===== config.mk =====
export PLATFORM = sky130hd
export DESIGN_NAME = nixie_scan_decoder
export DESIGN_NICKNAME = d
export VERILOG_FILES = /design/src/rtl/nixie_scan_decoder_pkg.sv /design/src/rtl/bcd_to_onehot.sv /design/src/rtl/nixie_scan_decoder.sv
export SDC_FILE = /design/constraint.sdc
export NUM_CORES = 1
export LEC_CHECK = 0
export BUFFER_PORTS_ARGS = -buffer_cell sky130_fd_sc_hd__buf_2
export CAP_MARGIN = 20
export CORE_ASPECT_RATIO = 1.75
export CORE_MARGIN = 1
export CORE_UTILIZATION = 40
export CTS_BUF_LIST = sky130_fd_sc_hd__clkbuf_2
export DETAILED_ROUTE_END_ITERATION = 16
export PLACE_DENSITY = 0.61
export SLEW_MARGIN = 40
export SYNTH_ARGS = -nofsm -noshare
export SYNTH_HDL_FRONTEND = slang
export SYNTH_SLANG_ARGS = --single-unit

===== constraint.sdc =====
create_clock -name clk -period 2.32 [get_ports clk]
set_input_delay 0.58 -clock clk [delete_from_list [all_inputs] [get_ports clk]]
set_output_delay 0.58 -clock clk [all_outputs]
set_load 0.02 [all_outputs]

===== src/rtl/nixie_scan_decoder_pkg.sv =====
// rtl/nixie_scan_decoder_pkg.sv - shared constants and state encoding for the nixie scan decoder
//
// Purpose: widths of a BCD digit and of the cathode vector, plus the scan FSM
//          state encoding shared by the top and its decoder.
// Ports:   none (package).
package nixie_scan_decoder_pkg;

  localparam int BCD_W = 4;   // bits per BCD digit
  localparam int LINES = 10;  // cathode lines, one per decimal value

  // Scan FSM states kept as plain constants for legacy tools.
  typedef logic [1:0] state_t;
  localparam state_t ST_IDLE  = 2'd0;
  localparam state_t ST_BLANK = 2'd1;
  localparam state_t ST_SHOW  = 2'd2;

endpackage


===== src/rtl/bcd_to_onehot.sv =====
// rtl/bcd_to_onehot.sv - combinational 4-bit BCD to 1-of-10 cathode decoder
//
// Purpose: inverse of the decimal-to-BCD encoder. Codes 0-9 light exactly one
//          line; codes 10-15 light nothing and drop the valid flag.
// Ports:   code  - 4-bit BCD input
//          line  - 10-bit one-hot output, bit k set for value k
//          valid - high when code <= 9
module bcd_to_onehot
  import nixie_scan_decoder_pkg::*;
(
  input  logic [BCD_W-1:0] code,
  output logic [LINES-1:0] line,
  output logic             valid
);

  always_comb begin
    valid = (code <= 4'd9);
    line  = '0;
    if (valid) begin
      line = LINES'(1) << code;
    end
  end

endmodule


===== src/rtl/nixie_scan_decoder.sv =====
// rtl/nixie_scan_decoder.sv - multiplexed BCD-to-cathode display scanner
//
// Purpose: time-multiplexes DIGITS packed BCD digits onto a 10-line cathode bus
//          with a one-hot digit select, a blanking gap before each digit and a
//          frame-synchronous shadow register so a frame never tears.
// Ports:   clk, rst_n     - clock, asynchronous active-low reset
//          enable         - scan enable; low forces the display off
//          load, bcd_in   - capture packed BCD (digit 0 in bits [3:0])
//          line           - one-hot cathode vector
//          sel            - one-hot digit select
//          err            - invalid code (10-15) in the current SHOW slot
//          frame_start    - one-cycle pulse on the first BLANK of each frame
module nixie_scan_decoder
  import nixie_scan_decoder_pkg::*;
#(
  parameter int DIGITS = 4,
  parameter int DWELL  = 1000,
  parameter int BLANK  = 50
) (
  input  logic                    clk,
  input  logic                    rst_n,
  input  logic                    enable,
  input  logic                    load,
  input  logic [BCD_W*DIGITS-1:0] bcd_in,
  output logic [LINES-1:0]        line,
  output logic [DIGITS-1:0]       sel,
  output logic                    err,
  output logic                    frame_start
);

  localparam int MAXC = (BLANK > DWELL) ? BLANK : DWELL;
  localparam int CW   = (MAXC > 1) ? $clog2(MAXC) : 1;
  localparam int IW   = (DIGITS > 1) ? $clog2(DIGITS) : 1;
  localparam int AW   = BCD_W * DIGITS;

  localparam logic [CW-1:0] BLANK_LAST = CW'(BLANK - 1);
  localparam logic [CW-1:0] DWELL_LAST = CW'(DWELL - 1);
  localparam logic [IW-1:0] IDX_LAST   = IW'(DIGITS - 1);

  state_t            state_q, state_d;
  logic [IW-1:0]     idx_q, idx_d;
  logic [CW-1:0]     counter_q, counter_d;
  logic [AW-1:0]     shadow_q, shadow_d;
  logic [AW-1:0]     active_q, active_d;
  logic              pending_q, pending_d;
  logic [LINES-1:0]  line_q, line_d;
  logic [DIGITS-1:0] sel_q, sel_d;
  logic              err_q, err_d;
  logic              frame_start_q, frame_start_d;

  logic [BCD_W-1:0]  cur_code;
  logic [LINES-1:0]  dec_line;
  logic              dec_valid;

  // Digit mux. Whenever the next state is SHOW, idx and active hold their
  // current values (idx only advances on SHOW->BLANK, active only loads on a
  // frame start), so the registered copies select the right digit.
  always_comb begin
    cur_code = '0;
    for (int i = 0; i < DIGITS; i++) begin
      if (idx_q == IW'(i)) begin
        cur_code = active_q[i*BCD_W +: BCD_W];
      end
    end
  end

  bcd_to_onehot u_dec (
    .code  (cur_code),
    .line  (dec_line),
    .valid (dec_valid)
  );

  always_comb begin
    state_d       = state_q;
    idx_d         = idx_q;
    counter_d     = counter_q;
    shadow_d      = shadow_q;
    active_d      = active_q;
    pending_d     = pending_q;
    frame_start_d = 1'b0;

    if (load) begin
      shadow_d  = bcd_in;
      pending_d = 1'b1;
    end

    if (!enable) begin
      state_d   = ST_IDLE;
      idx_d     = '0;
      counter_d = '0;
    end else begin
      case (state_q)
        ST_IDLE: begin
          state_d       = ST_BLANK;
          idx_d         = '0;
          counter_d     = '0;
          frame_start_d = 1'b1;
        end
        ST_BLANK: begin
          if (counter_q == BLANK_LAST) begin
            state_d   = ST_SHOW;
            counter_d = '0;
          end else begin
            counter_d = counter_q + CW'(1);
          end
        end
        ST_SHOW: begin
          if (counter_q == DWELL_LAST) begin
            state_d   = ST_BLANK;
            counter_d = '0;
            if (idx_q == IDX_LAST) begin
              idx_d         = '0;
              frame_start_d = 1'b1;
            end else begin
              idx_d = idx_q + IW'(1);
            end
          end else begin
            counter_d = counter_q + CW'(1);
          end
        end
        default: begin
          state_d   = ST_IDLE;
          idx_d     = '0;
          counter_d = '0;
        end
      endcase
    end

    // Frame boundary: a load on this very edge goes straight to active,
    // otherwise a pending shadow value is promoted.
    if (frame_start_d) begin
      if (load) begin
        active_d  = bcd_in;
        pending_d = 1'b0;
      end else if (pending_q) begin
        active_d  = shadow_q;
        pending_d = 1'b0;
      end
    end

    line_d = '0;
    sel_d  = '0;
    err_d  = 1'b0;
    if (state_d == ST_SHOW) begin
      line_d = dec_line;
      err_d  = ~dec_valid;
      for (int i = 0; i < DIGITS; i++) begin
        sel_d[i] = (idx_q == IW'(i));
      end
    end
  end

  always_ff @(posedge clk or negedge rst_n) begin
    if (!rst_n) begin
      state_q       <= ST_IDLE;
      idx_q         <= '0;
      counter_q     <= '0;
      shadow_q      <= '0;
      active_q      <= '0;
      pending_q     <= 1'b0;
      line_q        <= '0;
      sel_q         <= '0;
      err_q         <= 1'b0;
      frame_start_q <= 1'b0;
    end else begin
      state_q       <= state_d;
      idx_q         <= idx_d;
      counter_q     <= counter_d;
      shadow_q      <= shadow_d;
      active_q      <= active_d;
      pending_q     <= pending_d;
      line_q        <= line_d;
      sel_q         <= sel_d;
      err_q         <= err_d;
      frame_start_q <= frame_start_d;
    end
  end

  assign line        = line_q;
  assign sel         = sel_q;
  assign err         = err_q;
  assign frame_start = frame_start_q;

endmodule


# ---- Word level (Yosys, flattened, before mapping)
# Index checks and enable logic that the tools add are counted.
dict set report totals {
  romBits 0
  output_inout_bits 16
  inputBits 20
  ram_bits 0
  latchBits 0
  memories 0
  register_bits 63
  word_cells 60
}
dict set report op_classes {
  div 0
  magnitude_cmp 1
  multipliers 0
  eq_ne 10
  n_bitwise 1
  n_reduce_logical 5
  muxes 30
  addsub 2
  n_shift 1
}
# op count
set op_table {}
lappend op_table {{$mux W10} 5}
lappend op_table {{$mux W16} 2}
lappend op_table {{$mux W4} 5}
lappend op_table {{$pmux W10 S2} 1}
lappend op_table {{$mux W2} 6}
lappend op_table {{$add A10 B1 Y10 const B} 1}
lappend op_table {{$eq A10 B10 Y1 const B} 1}
lappend op_table {{$eq A10 B6 Y1 const B} 1}
lappend op_table {{$shl A1 B4 Y10 const A} 1}
lappend op_table {{$eq A2 B2 Y1 const B} 4}
lappend op_table {{$mux W1} 8}
lappend op_table {{$pmux W2 S3} 1}
lappend op_table {{$eq A2 B1 Y1 const B} 2}
lappend op_table {{$le A4 B4 Y1 const B} 1}
lappend op_table {{$logic_not A2 Y1} 2}
lappend op_table {{$pmux W2 S2} 1}
lappend op_table {{$reduce_and A2 Y1} 2}
lappend op_table {{$ne A3 B3 Y1 const B} 1}
lappend op_table {{$add A2 B1 Y2 const B} 1}
lappend op_table {{$ne A2 B2 Y1 const B} 1}
lappend op_table {{$pmux W1 S2} 1}
lappend op_table {{$reduce_bool A2 Y1} 1}
lappend op_table {{$not A1 Y1} 1}

# ---- Depth between registers and ports, before layout
dict set report logic_depth {
  ltp_word 8
  ltp_mapped 8
  ltp_nobuf 7
}

# ---- Hierarchy
# From an unflattened synthesis, not the netlist that was laid out.
dict set report hier_totals {
  cells_unflattened 249
  area_unflattened_um2 3002.9
}
# module area_each_um2 seq_area_each_um2 n_inst cells_per_inst
set modules_own_cells {}
lappend modules_own_cells {nixie_scan_decoder 2830.2 1576.5 1 234}
lappend modules_own_cells {bcd_to_onehot 172.7 0.0 1 15}

# ---- Least setup slack after synthesis
# Ideal clock, no wire load.
dict set report synth_path {
  kind {input-to-reg}
  startpoint {in load}
  endpoint {reg active_q[10]}
  slack_ns 0.316
  path_buffers 2
  t_arrival_ns 1.877
  cell_stages 4
  required_ns 2.193
  setup_time_ns 0.127
  path_cell_list {clkbuf_1 clkbuf_1 mux2_2 mux2_1}
}
dict set report synth_between {
  elab_chain_cells 2
  elab_cells_between_ends 3
  cone_classes {mux: 1; reduce/logical: 2}
}
# element line_no
set synth_lines {}
lappend synth_lines {{from (decl)} nixie_scan_decoder.sv:23} ;# input logic load,
lappend synth_lines {{$reduce_bool A2 Y1 (no source line)} n/a}
lappend synth_lines {{$reduce_and A2 Y1 (no source line)} n/a}
lappend synth_lines {{to (signal assigned)} nixie_scan_decoder.sv:170} ;# active_q <= active_d;
lappend synth_lines {{to (decl)} nixie_scan_decoder.sv:44} ;# logic [AW-1:0] active_q, active_d;
# Parallel ways exist; a longest one is shown, timed or not.
# A chain may end at the register's enable or synchronous reset.

# ---- Worst setup path after layout
dict set report layout_path {
  startpoint {reg idx_q[0]}
  endpoint {reg line_q[4] (netlist: line[4])}
}
dict set report layout_between {
  elab_chain_cells 8
  elab_cells_between_ends 12
  cone_classes {order compare: 1; eq/ne: 3; shift: 1; mux: 6; reduce/logical: 1}
}
# element line_no
set layout_lines {}
lappend layout_lines {{from (decl)} nixie_scan_decoder.sv:41} ;# logic [IW-1:0] idx_q, idx_d;
lappend layout_lines {{from (signal assigned)} nixie_scan_decoder.sv:167} ;# idx_q <= idx_d;
lappend layout_lines {{$logic_not A2 Y1} nixie_scan_decoder.sv:61} ;# if (idx_q == IW'(i)) begin
lappend layout_lines {{$mux W4 (3 in series)} nixie_scan_decoder.sv:61}
lappend layout_lines {{$mux W4 *} nixie_scan_decoder.sv:61}
lappend layout_lines {{$le A4 B4 Y1 / $shl A1 B4 Y10 (equally long branches)} {bcd_to_onehot.sv:17, bcd_to_onehot.sv:20}}
lappend layout_lines {{$mux W10 *} bcd_to_onehot.sv:19} ;# if (valid) begin
lappend layout_lines {{$mux W10 *} nixie_scan_decoder.sv:144} ;# if (state_d == ST_SHOW) begin
lappend layout_lines {{via line_d[4]} nixie_scan_decoder.sv:46} ;# logic [LINES-1:0] line_q, line_d;
lappend layout_lines {{to (signal assigned)} nixie_scan_decoder.sv:172} ;# line_q <= line_d;
lappend layout_lines {{to (decl)} nixie_scan_decoder.sv:46}
# Mark *: on every way through the listed nets, which the timed path passes. The rest lies on a longest branch.

==> run metrics <==
status=finished, final reports clean; Die Area=7362 sq um; final setup violation count=0; top cells by count, synth=63 x dfrtp_1, 23 x nor2_1, 16 x mux2_1, 16 x mux2_2; cell with the most instances after synthesis=dfrtp_1; total number of vias=approximately 1800; Mapped Cells=220; Hold WS=about 0.038 ns; Leakage Power=0.001479 uW; top cell type's share of synthesized area=0.5622; clock skew=0.01317 ns; Critical Path Source Type=flip-flop; WP data required=2.72 ns; Synth warnings=0; minimum clock period=2.174 ns; Final ANT Viol Nets=0; Die Ht=112.8 um; number of synthesized flops with an enable pin=0; RSZ-0062 raised after global routing=no; syn avg cell area=12.75 sq um; dpl hpwl=3870 um; measured slew at the worst slew-check pin=0.5686 ns; # diodes=0; num rows=40; htree depth=3; TritonRoute pass-1 iters=4; Worst slew margin=0.6209; routed length per placed instance=14.53 um; Hold Crit Class=in2async; drt initial violations=56; Via density=5.014; final worst slack=~0.15 ns; first-pass GRT wire length=8769 um; top cells by area, synth=dfrtp_1 56%, mux2_1 6.4%, mux2_2 6.4%; Seq cells post-synth=63; register area share after synthesis=0.5622; # DRC=0; ys async rst share=1.000; setup bufs post-CTS=0; final hold vios=0; largest area contributor in the netlist=dfrtp_1; CP arrival=2.58 ns; gr ovfl total=0; fin nets=~300; Initial Util=0.4119; post-CTS sizing=0; post-synthesis cell type count=45; Worst-Skew Late Latency=0.51 ns; pre-CTS setup slack=0.1098 ns; routability congestion estimate=approximately 0.83; clock root cell=clkbuf_2; cell area after synthesis=2804 sq um; CTS Buffer Depth=2; Overall Global Routing Usage=0.1636; max-capacitance violation count=0; I/O Pins=36; clk slew on worst S/H paths=between 0.15 and 0.2 ns; crit-path max FO=7; final wirelength=5144 um; critical path class=reg2reg; Die W=65.29 um; hold_buf cts=0; final setup TNS=0 ns; syn nets=250; share of cells above drive strength 1=0.3000; largest net degree at the start of global routing=40; Num CTS Buffers=9; number of global-route vias before repair=1932; crit share post-route=0.9370; max-slew violations=0; clk sinks=63; clock tree from TritonCTS=built; initial antenna violation count=0; IO Port Bufs=35; Area Overhead vs Synth=14.15%; Main synth FF type=dfrtp_1; PwrDens=around 650 nW/um^2; CP endpoint kind=flip-flop; Fmax achieved=460.0 MHz; Max VDD drop=~280 uV; Core ar.=slightly below 7000 sq um
-- logic make-up after synthesis --
kind of cell,after synthesis,share of synthesized area
simple gates,67,0.1361
flops,63,0.5622
mux,33,0.1321
compound gates,23,0.07408
buf+inv,16,0.02588
fa+ha+maj,10,0.04462
xor+xnor,8,0.02499
-- per-layer routing --
metal	track usage	up-vias	routed length [um]
li1	-	868	-
met1	0.1599	855	1948
met2	0.2852	38	2788
met3	0.04637	14	195
met4	0.1159	0	212
met5	0	-	0
-- final cells by class --
| class | instances | area, sq um |
|---|---|---|
| fillers | 653 | 3606 |
| flip-flops and latches | 63 | 1577 |
| multi-input cells | 141 | 1161 |
| repair buffers | 40 | 237.7 |
| well taps | 84 | 105.1 |
| clock buffers | 12 | 60.06 |
| inverters | 10 | 37.54 |
| clock inverters | 4 | 22.52 |
-- state kept, by name, summed over array words and instances (netlist names) --
name / count
err: 1
frame_start: 1
shadow_q: 16
idx_q: 2
pending_q: 1
line: 10
sel: 4
active_q: 16
state_q: 2
counter_q: 10
-- per-stage QoR --
stage	cells	power, uW	util	instance area [sq um]
6_report	354	2081	0.4702	3201
5_1_grt	354	2201	0.4702	3201
4_1_cts	354	2113	0.4693	3194
3_5_place_dp	338	1576	0.4572	3112
3_3_place_gp	338	1566	0.4572	3112
2_1_floorplan	220	1452	-	2804
-- final timing paths --
| path | startpoint | end | slack, ns | depth (start not counted) |
|---|---|---|---|---|
| max in group asynchronous | rst_n | line[5]$_DFF_PN0_ | 1.68 | 2 |
| worst min-delay path | rst_n | counter_q[2]$_DFF_PN0_ | 0.04 | 1 |
| worst max-delay path | idx_q[0]$_DFFE_PN0P_ | line[4]$_DFF_PN0_ | 0.15 | 6 |
| min in group clk | bcd_in[14] | shadow_q[14]$_DFFE_PN0P_ | 0.30 | 2 |
| worst max register to register | idx_q[0]$_DFFE_PN0P_ | line[4]$_DFF_PN0_ | 0.15 | 6 |
| worst min register to register | counter_q[0]$_DFF_PN0_ | counter_q[0]$_DFF_PN0_ | 0.50 | 1 |
-- layout by cell type, fill, tap and decap left out, drive strengths merged --
master and n:
nor2 23, nand4b 1, nand3b 3, clkinvlp 1
xor2 2, dfrtp 63, nor2b 1, clkinv 3
o31a 1, o21a 1, o211ai 5, nand2b 1
inv 10, mux2i 1, a22o 1, nand2 10
ha 10, o21ai 1, a31oi 1, buf 40
xnor2 6, nand3 2, and3 5, or3b 2
a2111oi 1, o41a 1, nor4b 3, nor3 3
mux2 32, a21oi 3, a2111o 1, nor4 5
a21boi 1, o221ai 3, nand4 3, clkbuf 12
and2 5, o22ai 2, o2bb2ai 1
-- where the power goes --
group	internal (uW)	total, uW	switching [uW]
Clock	149	532	384
Sequential	1200	1260	55.4
Combinational	145	290	145
Total	1500	2080	584
-- critical path, cell delays in order (launching register included) --
cell      delay [ns]
dfrtp_1         0.45
ha_1            0.26
inv_1           0.22
nand2_1         0.15
o221ai_2        0.27
or3b_4          0.44
nor4b_1         0.27
(Power assumes the default switching activity.)
